`src/rtl/dmem_arbiter.sv`:
```
// dmem_arbiter -- shares the single-ported data memory between the CPU MEM
// stage and a DMA/loader port.
//
// The CPU path is purely combinational, so CPU accesses add no latency. A
// DMA access takes one dedicated memory cycle (DMA_XFER). dma_ack and
// dma_rdata follow in the next cycle (DMA_ACK). The CPU stalls only when it
// requests the memory during DMA_XFER.
//
// Optional feature, build macro DMEM_ARB_FAIRNESS_EN:
//   When defined, a saturating wait counter forces a pending DMA in after
//   MAX_WAIT contended cycles. When undefined, the CPU always has priority.
//
// Parameters:
//   MAX_WAIT   contended cycles before a DMA is forced in (1..255)
// Ports:
//   clk, rst_n                          clock, async active-low reset
//   cpu_req/we/addr/wdata -> cpu_rdata  CPU MEM stage access, load data
//   cpu_stall                           CPU access not performed this cycle
//   dma_req/we/addr/wdata               DMA request, held until dma_ack
//   dma_rdata, dma_ack                  registered read data, done pulse
//   mem_read/write/addr/wdata           to the data memory
//   mem_rdata                           from the data memory (comb)
module dmem_arbiter #(
    parameter int unsigned MAX_WAIT = 8
) (
    input  logic        clk,
    input  logic        rst_n,
    input  logic        cpu_req,
    input  logic        cpu_we,
    input  logic [31:0] cpu_addr,
    input  logic [31:0] cpu_wdata,
    output logic [31:0] cpu_rdata,
    output logic        cpu_stall,
    input  logic        dma_req,
    input  logic        dma_we,
    input  logic [31:0] dma_addr,
    input  logic [31:0] dma_wdata,
    output logic [31:0] dma_rdata,
    output logic        dma_ack,
    output logic        mem_read,
    output logic        mem_write,
    output logic [31:0] mem_addr,
    output logic [31:0] mem_wdata,
    input  logic [31:0] mem_rdata
);

    typedef enum logic [1:0] {IDLE, DMA_XFER, DMA_ACK} state_t;

    state_t state;
    logic   starve;
    logic   go;
    logic   dma_own;

`ifdef DMEM_ARB_FAIRNESS_EN
    localparam logic [7:0] WAIT_MAX = 8'(MAX_WAIT);
    logic [7:0] wait_cnt;

    assign starve = (wait_cnt >= WAIT_MAX);

    // Counts contended IDLE cycles. A cycle in IDLE with dma_req held and no
    // transition is contended by construction. The count saturates at
    // WAIT_MAX, and starve stays high until the DMA is taken.
    always_ff @(posedge clk or negedge rst_n) begin
        if (!rst_n) begin
            wait_cnt <= 8'd0;
        end else if (state == IDLE) begin
            if (go || !dma_req)
                wait_cnt <= 8'd0;
            else if (wait_cnt < WAIT_MAX)
                wait_cnt <= wait_cnt + 8'd1;
        end
    end
`else
    // Strict CPU priority. This is constant 0 for any legal MAX_WAIT (>= 1).
    assign starve = (MAX_WAIT == 0);
`endif

    assign go      = (state == IDLE) && dma_req && (!cpu_req || starve);
    assign dma_own = (state == DMA_XFER);

    // DMA_ACK ignores dma_req, so a request held through its ack is not
    // served twice.
    always_ff @(posedge clk or negedge rst_n) begin
        if (!rst_n) begin
            state     <= IDLE;
            dma_ack   <= 1'b0;
            dma_rdata <= 32'd0;
        end else begin
            case (state)
                IDLE: begin
                    dma_ack <= 1'b0;
                    if (go)
                        state <= DMA_XFER;
                end
                DMA_XFER: begin
                    if (!dma_we)
                        dma_rdata <= mem_rdata;
                    dma_ack <= 1'b1;
                    state   <= DMA_ACK;
                end
                DMA_ACK: begin
                    dma_ack <= 1'b0;
                    state   <= IDLE;
                end
                default: begin
                    dma_ack <= 1'b0;
                    state   <= IDLE;
                end
            endcase
        end
    end

    always_comb begin
        mem_read  = cpu_req && !cpu_we;
        mem_write = cpu_req && cpu_we;
        mem_addr  = cpu_addr;
        mem_wdata = cpu_wdata;
        cpu_rdata = mem_rdata;
        cpu_stall = 1'b0;
        if (dma_own) begin
            mem_read  = !dma_we;
            mem_write = dma_we;
            mem_addr  = dma_addr;
            mem_wdata = dma_wdata;
            cpu_rdata = 32'd0;
            cpu_stall = cpu_req;
        end
        // Keep the memory quiet while reset is held. This also stops the
        // negedge commit of a DMA write that reset aborts.
        if (!rst_n) begin
            mem_read  = 1'b0;
            mem_write = 1'b0;
            cpu_stall = 1'b0;
        end
    end

endmodule

```
`config.mk`:
```
export PLATFORM = sky130hd
export DESIGN_NAME = dmem_arbiter
export DESIGN_NICKNAME = d
export VERILOG_FILES = /design/src/rtl/dmem_arbiter.sv
export SDC_FILE = /design/constraint.sdc
export NUM_CORES = 1
export LEC_CHECK = 0
export BUFFER_PORTS_ARGS = -buffer_cell sky130_fd_sc_hd__buf_2
export CAP_MARGIN = 5
export CORE_AREA = 2 2 116 118
export DETAILED_ROUTE_END_ITERATION = 16
export DIE_AREA = 0 0 118 120
export SLEW_MARGIN = 40
export SYNTH_ARGS = -nofsm -noshare
export SYNTH_HDL_FRONTEND = slang
export SYNTH_SLANG_ARGS = --single-unit
```
`constraint.sdc`:
```
create_clock -name clk -period 1.3 [get_ports clk]
set_input_delay 0.26 -clock clk [delete_from_list [all_inputs] [get_ports clk]]
set_output_delay 0.26 -clock clk [all_outputs]
set_load 0.01 [all_outputs]
```
After elaboration in Yosys (flattened, before gate mapping)

Index checks and enable logic that the tools add are counted.

Equality and inequality tests: 2
Muxes and demuxes: 12
Bitwise gates (word level): 1
Reductions and logical operators: 9

Operator list:

| operator           | count |
|---|---|
| $mux 32            | 3 |
| $mux 1             | 7 |
| $logic_and 1x1->1  | 4 |
| $pmux 2 s2         | 1 |
| $logic_not 1->1    | 3 |
| $eq 2x1->1 const B | 1 |
| $logic_not 2->1    | 1 |
| $mux 2             | 1 |
| $ne 2x2->1 const B | 1 |
| $reduce_and 2->1   | 1 |
| $not 1->1          | 1 |

Bits in registers: 35
Bits of input ports: 166
Word-level logic and storage cells: 27

Logic depth before layout (Yosys ltp)

Depth in word-level cells: 5
Mapped depth: 7

Least setup slack after synthesis

No wires, ideal clock.

Kind: reg-to-output
Start: register state[1]
End: output mem_write
Data arrival time: 1.140 ns
Path slack: -0.100 ns
Cell stages (with the launch flop): 7
Path buffers: 2
Cells stage by stage: dfrtp_1 -> nand2b_4 -> buf_6 -> inv_2 -> buf_6 -> nand2_1 -> a21boi_0

Cells in the longest elaborated chain, start to end: 3

Ends and longest elaborated chain:

| element                | line | source |
|---|---|---|
| start, declared        | 49   | `state_t state;` |
| start signal, assigned | 85   | `state <= IDLE;` |
| start signal, assigned | 93   | `state <= DMA_XFER;` |
| start signal, assigned | 99   | `state <= DMA_ACK;` |
| $eq 2x1->1             | 79   | `assign dma_own = (state == DMA_XFER);` |
| $mux 1                 | 120  | `if (dma_own) begin` |
| $mux 1                 | 130  | `if (!rst_n) begin` |
| end, declared          | 41   | `output logic mem_write,` |

Every way passes these cells.

Worst setup path in the final report

Start: register state[1]
End: output mem_addr[29]

Cells in the longest elaborated chain, start to end: 2

Ends and longest elaborated chain:

| element       | line | source |
|---|---|---|
| $eq 2x1->1    | 79   |  |
| $mux 32       | 120  |  |
| end, declared | 42   | `output logic [31:0] mem_addr,` |

Every way passes these cells.

==> results_dict.tcl <==
set metrics [dict create \
    start_util_pct 19.3 \
    core-area_um2 13000 \
    syn_to_final_growth_pct 108 \
    drt_first_pass_iters 4 \
    final_area_um2 5230 \
    clk_pin_slew_worst_paths_ns 0.06 \
    period_share_pct 132 \
    clk_root_buffer_cell "clkbuf_16" \
    yosysSeqAreaShare_pct 34.9 \
    drtIter0Drc 103 \
    grt_overflow 0 \
    yosysTopAreaCell "dfrtp_1" \
    p_seq_share_pct 29.6 \
    io_buffers 297 \
    p_leak_nw 3.00 \
    pin_count 298 \
    wl_per_cell_um 15.1 \
    track_usage_pct 15.0 \
    postRouteAntennaNets 0 \
    rsz0062_at_grt "yes" \
    p_sw_mw 1.66 \
    clkSinkCount 35 \
    rrSetupSlack_ns -0.31 \
    hp-class "in -> async" \
    layoutNonFillerInstCount 817 \
    path_cells "nand2b_4 > buf_12 > buf_16 > nand2_2 > nand2_4 > buf_2" \
    die_area_um2 14200 \
    pwr_density_cell_nw_per_um2 982 \
    dpl.cell_count 789 \
    syn_area_um2 2510 \
    critPathCaptureType "primary output" \
    slowest_stage "dfrtp_1" \
    mostFrequentLayoutCell "buf_2" \
    setup_viol 131 \
    grt_pass1_wl_um 16400 \
    dp.final_hpwl_um 8950 \
    htree_levels 2 \
    cp.required_ns 1.04 \
    hold_violations 0 \
    violations "negative setup slack" \
    ys_ff_latch 35 \
    tightest_slew_ns 0.467 \
    finClkSkew_ns 0.00464 \
    startpoint_type "flop" \
    cts-buffers-inserted 5 \
    dieWidth_um 118 \
    hold_slack_ns 0.0945 \
    gp_congestion 0.727 \
    p_int_mw 3.48 \
    dr_total_vias 3295 \
    cap_violations 0 \
    synthArstFlopShare_pct 100 \
    drc 0 \
    switching_share_pct 32.2 \
    clock_path_buffers 2 \
    cp_top_family "buffers and inverters" \
    slew_viol_final 0 \
    mostFrequentLayoutCells "buf_2, nand2_1, nand2_2, buf_6, dfrtp_1" \
    irDropWorstVdd_mv 0.661 \
    synth_top_area_share_pct 34.9 \
    clkPwrFrac_pct 23.2 \
    crit_arrival_ns 1.46 \
    comb_power_share_pct 47.2 \
    ys_types 20 \
    grt_pass1_vias 2986 \
    holdBufCountCts 0 \
    relSlewSlack_pct 68.8 \
    crit_type "reg -> out" \
    status "finished, violations left" \
    synthCells 323 \
    setup_ws_ns -0.419 \
    fmax_mhz 582 \
    n_antenna_cell 0 \
    antenna_found_initial 1 \
    synth_flop_cell "dfrtp_1" \
    synth.area.top_cells "dfrtp_1, nand2_1, mux2_4" \
    syn_area_per_cell_um2 7.77 \
    insertion_delay_ns 0.28 \
    layout_min_cycle_time_ns 1.72 \
    path_buf_inv 3 \
    die_h_um 120 \
    wirelength_um 12300 \
    slowest_delay_ns 0.38 \
    fin_nets 807 \
    crit_fanout 5 \
    layout-drive-gt1-share_pct 68.3 \
    cts_tree "built" \
    placed_area_um2 4280 \
    synth_edf_count 0 \
    grt_max_degree 38 \
    syn-num-nets 489 \
    placementRows 42 \
    yosysWarnings 0 \
    viasPerCell 4.03 \
]
-- worst reg2reg max path, cell delays in order, from the launching register on --
cell and delay (ns):
dfrtp_1 0.38, nand2b_4 0.19, buf_12 0.17, nor2_8 0.10, buf_12 0.13, buf_12 0.11, buf_12 0.12, mux2_4 0.30
-- sequential cells by signal, indices dropped and copies added, names as in the netlist --
signal     count
dma_rdata     32
state          2
dma_ack        1
-- cell usage after synthesis, types with 2 or more instances --
cell type  count
mux2_4        29
buf_12         3
mux2_2         3
nand2_1      193
and2_1        32
buf_6          2
buf_2          8
dfrtp_1       35
clkbuf_1       7
-- cell families (layout without fill, tap and decap cells) --
kind of cell	Yosys count	in the layout	synth area share [%]
DFF	35	35	34.9
and+or+nand+nor	231	231	39.3
muxes	32	32	18.7
AOI/OAI and AO/OA	2	2	0.598
buffers and inverters	23	341	6.53
-- layer usage --
metal  GRT usage (%)  up-vias  part of all wire (%)
met3            4.80       11                   7.8
met1            17.3     1486                    39
met2            27.5      164                    52
li1                -     1632                     -
met5               0        -                 0.081
met4            2.94        2                  0.95
-- power groups by stage --
stage	registers [mW]	clock network, mW	logic, mW
finish	1.52	1.19	2.42
global route	1.56	1.28	2.60
CTS	1.52	1.25	2.21
detailed placement	1.53	0	2.05
global placement	1.53	0	2.04
floorplan	1.67	0	0.922
-- path summary, 6_finish.rpt --
check | start | to | cells past startpoint
max | state[1] | mem_addr[29] | 6
min | rst_n | dma_rdata[7] | 2
max reg2reg | state[1] | dma_rdata[4] | 7
min reg2reg | state[0] | state[0] | 1
max in group asynchronous | rst_n | dma_rdata[26] | 2
min in group clk | cpu_req | state[0] | 2
-- final cells by class --
cell class / count / area, um^2
Inverter: 2 / 12.5
Clock buffer: 6 / 139
Timing Repair Buffer: 332 / 2300
Fill cell: 1324 / 7750
Sequential cell: 35 / 876
Tap cell: 176 / 220
Multi-Input combinational cell: 265 / 1680
Clock inverter: 1 / 5.00
-- per-stage QoR --
stage	setup TNS [ns]	setup WS [ns]	power [mW]	utilization (%)
global placement	-13.28	-0.177	3.57	33.0
floorplan	-2.69	-0.0607	2.59	-
detailed placement	-15.93	-0.191	3.58	33.0
CTS	-47.92	-0.439	4.98	36.9
finish	-46.05	-0.419	5.14	40.3
global route	-53.28	-0.478	5.44	40.3
-- repair_timing --
action | in CTS | in global routing
setup endpoints to repair | 131 | 131
gates cloned | 5 | 5
endpoints found under the hold margin | 0 | 0
resized for setup | 35 | 84
buffers inserted | 8 | 4
pin swaps | 4 | 15
(Power assumes the default switching activity.)
